===== config.mk =====
export PLATFORM = sky130hd
export DESIGN_NAME = servo
export DESIGN_NICKNAME = d
export VERILOG_FILES = /design/src/rtl/servo_pkg.sv /design/src/rtl/servo.sv
export SDC_FILE = /design/constraint.sdc
export NUM_CORES = 1
export LEC_CHECK = 0
export CAP_MARGIN = 15
export CORE_AREA = 2 2 138 86
export DETAILED_ROUTE_END_ITERATION = 10
export DIE_AREA = 0 0 140 88
export PLACE_DENSITY = 0.7
export SYNTH_ARGS = -nofsm -noshare
export SYNTH_HDL_FRONTEND = slang
export SYNTH_SLANG_ARGS = --single-unit

===== constraint.sdc =====
create_clock -name CLK -period 13.9 [get_ports CLK]
set_input_delay 2.78 -clock CLK [delete_from_list [all_inputs] [get_ports CLK]]
set_output_delay 2.78 -clock CLK [all_outputs]
set_load 0.005 [all_outputs]

===== src/rtl/servo_pkg.sv =====
`default_nettype none
// ============================================================================
//  Module      : servo_pkg
//  Description : Shared servo timing constants, arm positions and data types.
//  Revision    : 1.0
// ============================================================================
package servo_pkg;

   localparam int unsigned FRAME_LEN     = 2000000;
   localparam int unsigned MIN_PULSE     = 50000;
   localparam int unsigned MAX_POS       = 200000;

   localparam int unsigned CLAW_OPEN     = 1;
   localparam int unsigned CLAW_CLOSE    = 199218;
   localparam int unsigned UPPER_PICKUP  = 31248;
   localparam int unsigned UPPER_DROPOFF = 191394;
   localparam int unsigned LOWER_PICKUP  = 183400;
   localparam int unsigned LOWER_DROPOFF = 113274;

   typedef logic [19:0] pos_t;
   typedef logic [21:0] width_t;
   typedef logic [27:0] count_t;

endpackage
`default_nettype wire


===== src/rtl/servo.sv =====
`default_nettype none
// ============================================================================
//  Module      : servo
//  Description : Slew-limited servo position with glitch-free per-frame PWM.
//  Revision    : 1.0
// ============================================================================
module servo
   import servo_pkg::*;
#(
   parameter int unsigned MIN_PULSE = servo_pkg::MIN_PULSE,
   parameter int unsigned MAX_POS   = servo_pkg::MAX_POS,
   parameter int unsigned STEP      = 64
) (
   input  logic         CLK,
   input  logic         RST,
   input  logic         SLK,
   input  logic [27:0]  COUNT,
   input  logic [19:0]  DESIRED,
   output logic         PWM,
   output logic         FLAG
);

   pos_t   cur;
   pos_t   target;
   pos_t   diff;
   pos_t   next_cur;
   width_t width;
   logic   slk_d;
   logic   up;
   logic   tick;

   assign tick = SLK & ~slk_d;

   always_comb begin
      target   = (DESIRED > pos_t'(MAX_POS)) ? pos_t'(MAX_POS) : DESIRED;
      up       = (target >= cur);
      diff     = up ? (target - cur) : (cur - target);
      next_cur = cur;
      // Within one step snap to target, so the move never overshoots or wraps.
      if (diff <= pos_t'(STEP)) begin
         next_cur = target;
      end else if (up) begin
         next_cur = cur + pos_t'(STEP);
      end else begin
         next_cur = cur - pos_t'(STEP);
      end
   end

   always_ff @(posedge CLK) begin
      if (RST) begin
         cur   <= '0;
         width <= '0;
         slk_d <= 1'b0;
         PWM   <= 1'b0;
         FLAG  <= 1'b0;
      end else begin
         slk_d <= SLK;
         if (tick) begin
            cur <= next_cur;
         end
         // Width is latched once per frame from the pre-tick position.
         if (COUNT == '0) begin
            width <= width_t'(MIN_PULSE) + width_t'(cur);
         end
         PWM  <= (COUNT < count_t'(width));
         FLAG <= (cur == target);
      end
   end

endmodule
`default_nettype wire


* Yosys cells after proc, flatten, opt, wreduce, memory -nomap -nowiden *
Cells that the tools add are included.

storage, ports and cells
  flip-flop bits (word level) = 45
  input port bits = 51
  output and inout bits = 2

operators by class
  add/sub/neg operators = 5
  order comparisons = 4
  equal/unequal tests = 1
  mux-type cells = 4
  bitwise logic cells = 2
  reductions and logical operators = 1

operator list
  cell                                                  count
  two-way mux 20 bit                                    4
  subtractor 20 bit                                     2
  zero test 28 bit                                      1
  < comparator 28 x 22 -> 1 bit                         1
  adder 16 x 20 -> 21 bit, first input constant         1
  adder 20 x 7 -> 20 bit, second input constant         1
  == test 20 bit                                        1
  greater-or-equal comparator 20 bit                    1
  > comparator 20 x 18 -> 1 bit, second input constant  1
  <= comparator 20 x 7 -> 1 bit, second input constant  1
  subtractor 20 x 7 -> 20 bit, second input constant    1
  AND 1 bit                                             1
  inverter 1 bit                                        1

* Logic depth before layout (Yosys ltp) *
  depth after elaboration = 6
  gate-level depth with buffers = 30
  mapped depth without buffers = 27

* Least setup slack after synthesis *
OpenSTA, ideal clock, no wires.

  path kind = input to register
  from = in DESIRED[2]
  to = reg cur[19]
  library setup time = 74 ps
  arrival = 8776 ps
  data required time = 13826 ps
  setup slack = 5050 ps
  stages on the path = 29
  path buffers = 2
  path through = nor4_1 nand2_1 a21o_1 a21oi_1 o21ai_0 a311oi_1 clkbuf_1 nand2_1 inv_1 ha_1 and2_1 and3_4 o21ai_2 a21oi_1 a311o_1 buf_6 inv_6 ha_1 a21o_1 a21o_1 a2111oi_0 o31ai_1 o21a_1 o21ai_0 nand2b_1 a31oi_1 xnor2_1 or4b_2 a31oi_1

between the ends
  cells in the longest elaborated chain, start to end = 6
  elaborated cells on any way between the ends = 9
  those cells by class = add/sub: 2; order compare: 3; mux: 4

ends and longest elaborated chain
  item                                                                            RTL line                  RTL
  start: declaration                                                              servo.sv:18               input logic [19:0] DESIRED,
  > comparator 20 x 18 -> 1 bit                                                   servo.sv:35               target = (DESIRED > pos_t'(MAX_POS)) ? pos_t'(MAX_POS) : DESIRED;
  two-way mux 20 bit *                                                            servo.sv:35
  subtractor 20 bit / greater-or-equal comparator 20 bit (equally long branches)  servo.sv:37, servo.sv:36
  two-way mux 20 bit                                                              servo.sv:37               diff = up ? (target - cur) : (cur - target);
  <= comparator 20 x 7 -> 1 bit                                                   servo.sv:40               if (diff <= pos_t'(STEP)) begin
  two-way mux 20 bit *                                                            servo.sv:40
  end signal: assignment                                                          servo.sv:59               cur <= next_cur;
  end: declaration                                                                servo.sv:23               pos_t cur;

Every way passes the cells marked *; elsewhere a longest branch is shown, timed or not.
A chain may end at the register's enable or synchronous reset.

* Final worst setup path *
Ends and elaborated chain as after synthesis.

==> results.sh <==
export IMPL_cts_root_buf="clkbuf_16"
export IMPL_dpl_hpwl_mm=12.5
export IMPL_arrival_ns=10.87
export IMPL_syn_inst=727
export IMPL_clock_sinks=44
export IMPL_cts_tree="yes"
export IMPL_grt_max_degree=54
export IMPL_p_clk_frac=0.195
export IMPL_vias_per_cell=5.85
export IMPL_path_clk_slew_ns=0.06
export IMPL_ys_types=68
export IMPL_irDropWorstVdd_v=0.0000765
export IMPL_grt_pass1_vias=5079
export IMPL_fill_cells=1077
export IMPL_grt_usage=0.261
export IMPL_hold_viol=0
export IMPL_n_antenna_cell=0
export IMPL_worstHoldPathType="register to register"
export IMPL_critPathKind="primary input to register"
export IMPL_drtIter0Drc=433
export IMPL_die_area_sq_um=12300
export IMPL_dr_pass1_iters=8
export IMPL_synth_seq_cells=44
export IMPL_syn_mean_instance_area_sq_um=7.45
export IMPL_switchingPower_w=0.000307
export IMPL_setup_violations=0
export IMPL_p_sw_frac=0.440
export IMPL_yosysMostFrequentCell="nor2_1"
export IMPL_post_place_cells=900
export IMPL_clk_latency_ns=0.29
export IMPL_period_share=0.766
export IMPL_hold_depth=2
export IMPL_synth_seq_area_share=0.163
export IMPL_die_h_um=88
export IMPL_cp_max_fo=18
export IMPL_clock_fmax_mhz=93.9
export IMPL_r2r_end="cur[19]"
export IMPL_min_delay_start="cur[19]"
export IMPL_design_area_sq_um=6200
export IMPL_coreArea_sq_um=11100
export IMPL_numCtsBuffers=5
export IMPL_vias=5316
export IMPL_maxCapViolations=0
export IMPL_cts_setup_buffers=0
export IMPL_combPwrFrac=0.589
export IMPL_grt_setup_unrepaired="no"
export IMPL_crit_path_end_kind="register"
export IMPL_critPathLaunch="DESIRED[2]"
export IMPL_synth_largest_area_cell="ha_1"
export IMPL_die_w_um=140
export IMPL_place_congestion=0.963
export IMPL_cp_required_ns=14.12
export IMPL_clockBufferDepth=2
export IMPL_wl_per_cell_um=17.1
export IMPL_status="finished with violations"
export IMPL_syn_area_sq_um=5420
export IMPL_synthTopCellsByArea="ha_1, dfxtp_1, nor2_1"
export IMPL_start_kind="primary input"
export IMPL_p_leak_nw=2.62
export IMPL_cts_resized=0
export IMPL_final_max_slew_viol_count=0
export IMPL_p_int_w=0.000391
export IMPL_synth_top_cell_area_share=0.166
export IMPL_gr_total_overflow=0
export IMPL_yosysWarnings=0
export IMPL_rows=30
export IMPL_synth_commonest_cells="nor2_1, ha_1, inv_1"
export IMPL_setup_slack_ns=3.25
export IMPL_relSlewSlack=0.250
export IMPL_ios=53
export IMPL_tightest_slew_ns=1.12
export IMPL_cts_max_level=2
export IMPL_antenna_left=0
export IMPL_grt_pass1_wl_mm=25.8
export IMPL_async_flop_share=0
export IMPL_fin_nets=887
export IMPL_tns_ns=0
export IMPL_portBuffers=52
export IMPL_period_needed_ns=10.65
export IMPL_synth_edf_count=0
export IMPL_rr_worst_depth=20
export IMPL_start_util=0.489
export IMPL_remaining_drc_errors=4
export IMPL_p_per_area_nw_per_um2=113
export IMPL_syn_to_final_growth_pct=14.4
export IMPL_dp_slack_ns=3.13
export IMPL_postPlaceCellArea_sq_um=6030
export IMPL_stdcell_count=908
export IMPL_r2r_start="cur[6]"
export IMPL_postCtsHoldBufs=0
export IMPL_fin_worst_skew_ns=0.00464
export IMPL_violations="DRC"
export IMPL_holdPathEnd="cur[19]"
export IMPL_drive_above_1_share=0.0432
export IMPL_grt_antenna_before_repair=0
export IMPL_wirelength_mm=15.5
export IMPL_synth_ff_type="dfxtp_1"
export IMPL_r2r_setup_slack_ns=7.85
export IMPL_p_seq_frac=0.216
==> through the flow <==
step           power (W)  hold WS [ns]   util
2_1_floorplan   0.000462         0.454      -
3_3_place_gp    0.000548         0.465  0.544
3_5_place_dp    0.000555         0.487  0.544
4_1_cts         0.000695         0.493  0.560
5_1_grt         0.000753         0.517  0.560
6_report        0.000699         0.493  0.560
==> sequential cells by signal, summed over array words and instances (netlist names) <==
name	count
FLAG	1
cur	20
PWM	1
width	21
slk_d	1
==> metal layers <==
metal / GRT usage / vias to the layer above / part of all wire
met1: 0.372 / 2477 / 0.51
met2: 0.419 / 149 / 0.42
met5: 0 / - / 0
met4: 0.0560 / 0 / 0.013
li1: - / 2675 / -
met3: 0.0416 / 15 / 0.058
==> cell type report <==
class | count | area (sq um) | share of cell area
clock inverter | 3 | 42.5 | 0.00687
clock buffer | 5 | 125 | 0.0202
tap | 144 | 180 | 0.0291
multi-input combinational | 584 | 4150 | 0.669
sequential | 44 | 881 | 0.142
inverter | 72 | 275 | 0.0444
timing repair buffer | 56 | 546 | 0.0880
==> critical path, stage by stage <==
cell,delay [ns]
clkdlybuf4s50_1,0.45
nor4_1,0.35
nand2_1,0.12
a21o_1,0.21
a21oi_1,0.18
o21ai_0,0.14
a311oi_2,1.00
nand2b_1,0.24
ha_1,0.55
nand2_1,0.14
o21ai_1,0.34
nor2_1,0.09
a21oi_1,0.35
a311o_1,0.53
inv_6,0.17
ha_1,0.30
a21o_1,0.17
a21o_1,0.20
a2111oi_0,0.70
o31ai_1,0.23
o21a_1,0.22
o21ai_0,0.15
nand2b_1,0.11
a31oi_1,0.23
xnor2_1,0.15
or4b_2,0.60
a31oi_1,0.17
==> layout by cell type, fill, tap and decap left out, drive strengths merged, types with 16 or more instances in the layout <==
master,synthesis,layout
nor3,18,18
a21oi,46,46
xnor2,27,27
o21ai,34,34
nor2,80,80
inv,72,72
mux2i,27,27
clkdlybuf4s50,0,51
nand2,50,50
ha,72,72
a211oi,16,16
a21o,25,25
dfxtp,44,44
nand2b,17,17
==> worst max-delay path by stage <==
stage | end | cells past startpoint
after global routing | cur[19] | 27
after global placement | cur[19] | 27
after detailed placement | cur[19] | 27
final | cur[19] | 27
after CTS | cur[19] | 27
after floorplan | cur[19] | 29
==> cell families (layout without fill, tap and decap cells) <==
kind of cell             Yosys count  after routing  share of synthesized area
AO/OA/AOI/OAI                    188            188                      0.238
XOR/XNOR                          36             36                     0.0582
adder cells (fa/ha/maj)           75             75                      0.174
buffers and inverters            100            136                     0.0744
flip-flops                        44             44                      0.163
multiplexers                      33             33                     0.0624
other                              2              3                    0.00139
AND/OR/NAND/NOR                  249            249                      0.229
==> power groups by stage <==
| stage | Sequential [W] | Clock, W | Combinational, W |
|---|---|---|---|
| floorplan | 0.000148 | 0 | 0.000314 |
| CTS | 0.000150 | 0.000139 | 0.000405 |
| global route | 0.000153 | 0.000145 | 0.000456 |
| detailed placement | 0.000153 | 0 | 0.000402 |
| finish | 0.000151 | 0.000136 | 0.000411 |
| global placement | 0.000153 | 0 | 0.000395 |
Power figures use the tool's default switching activity.
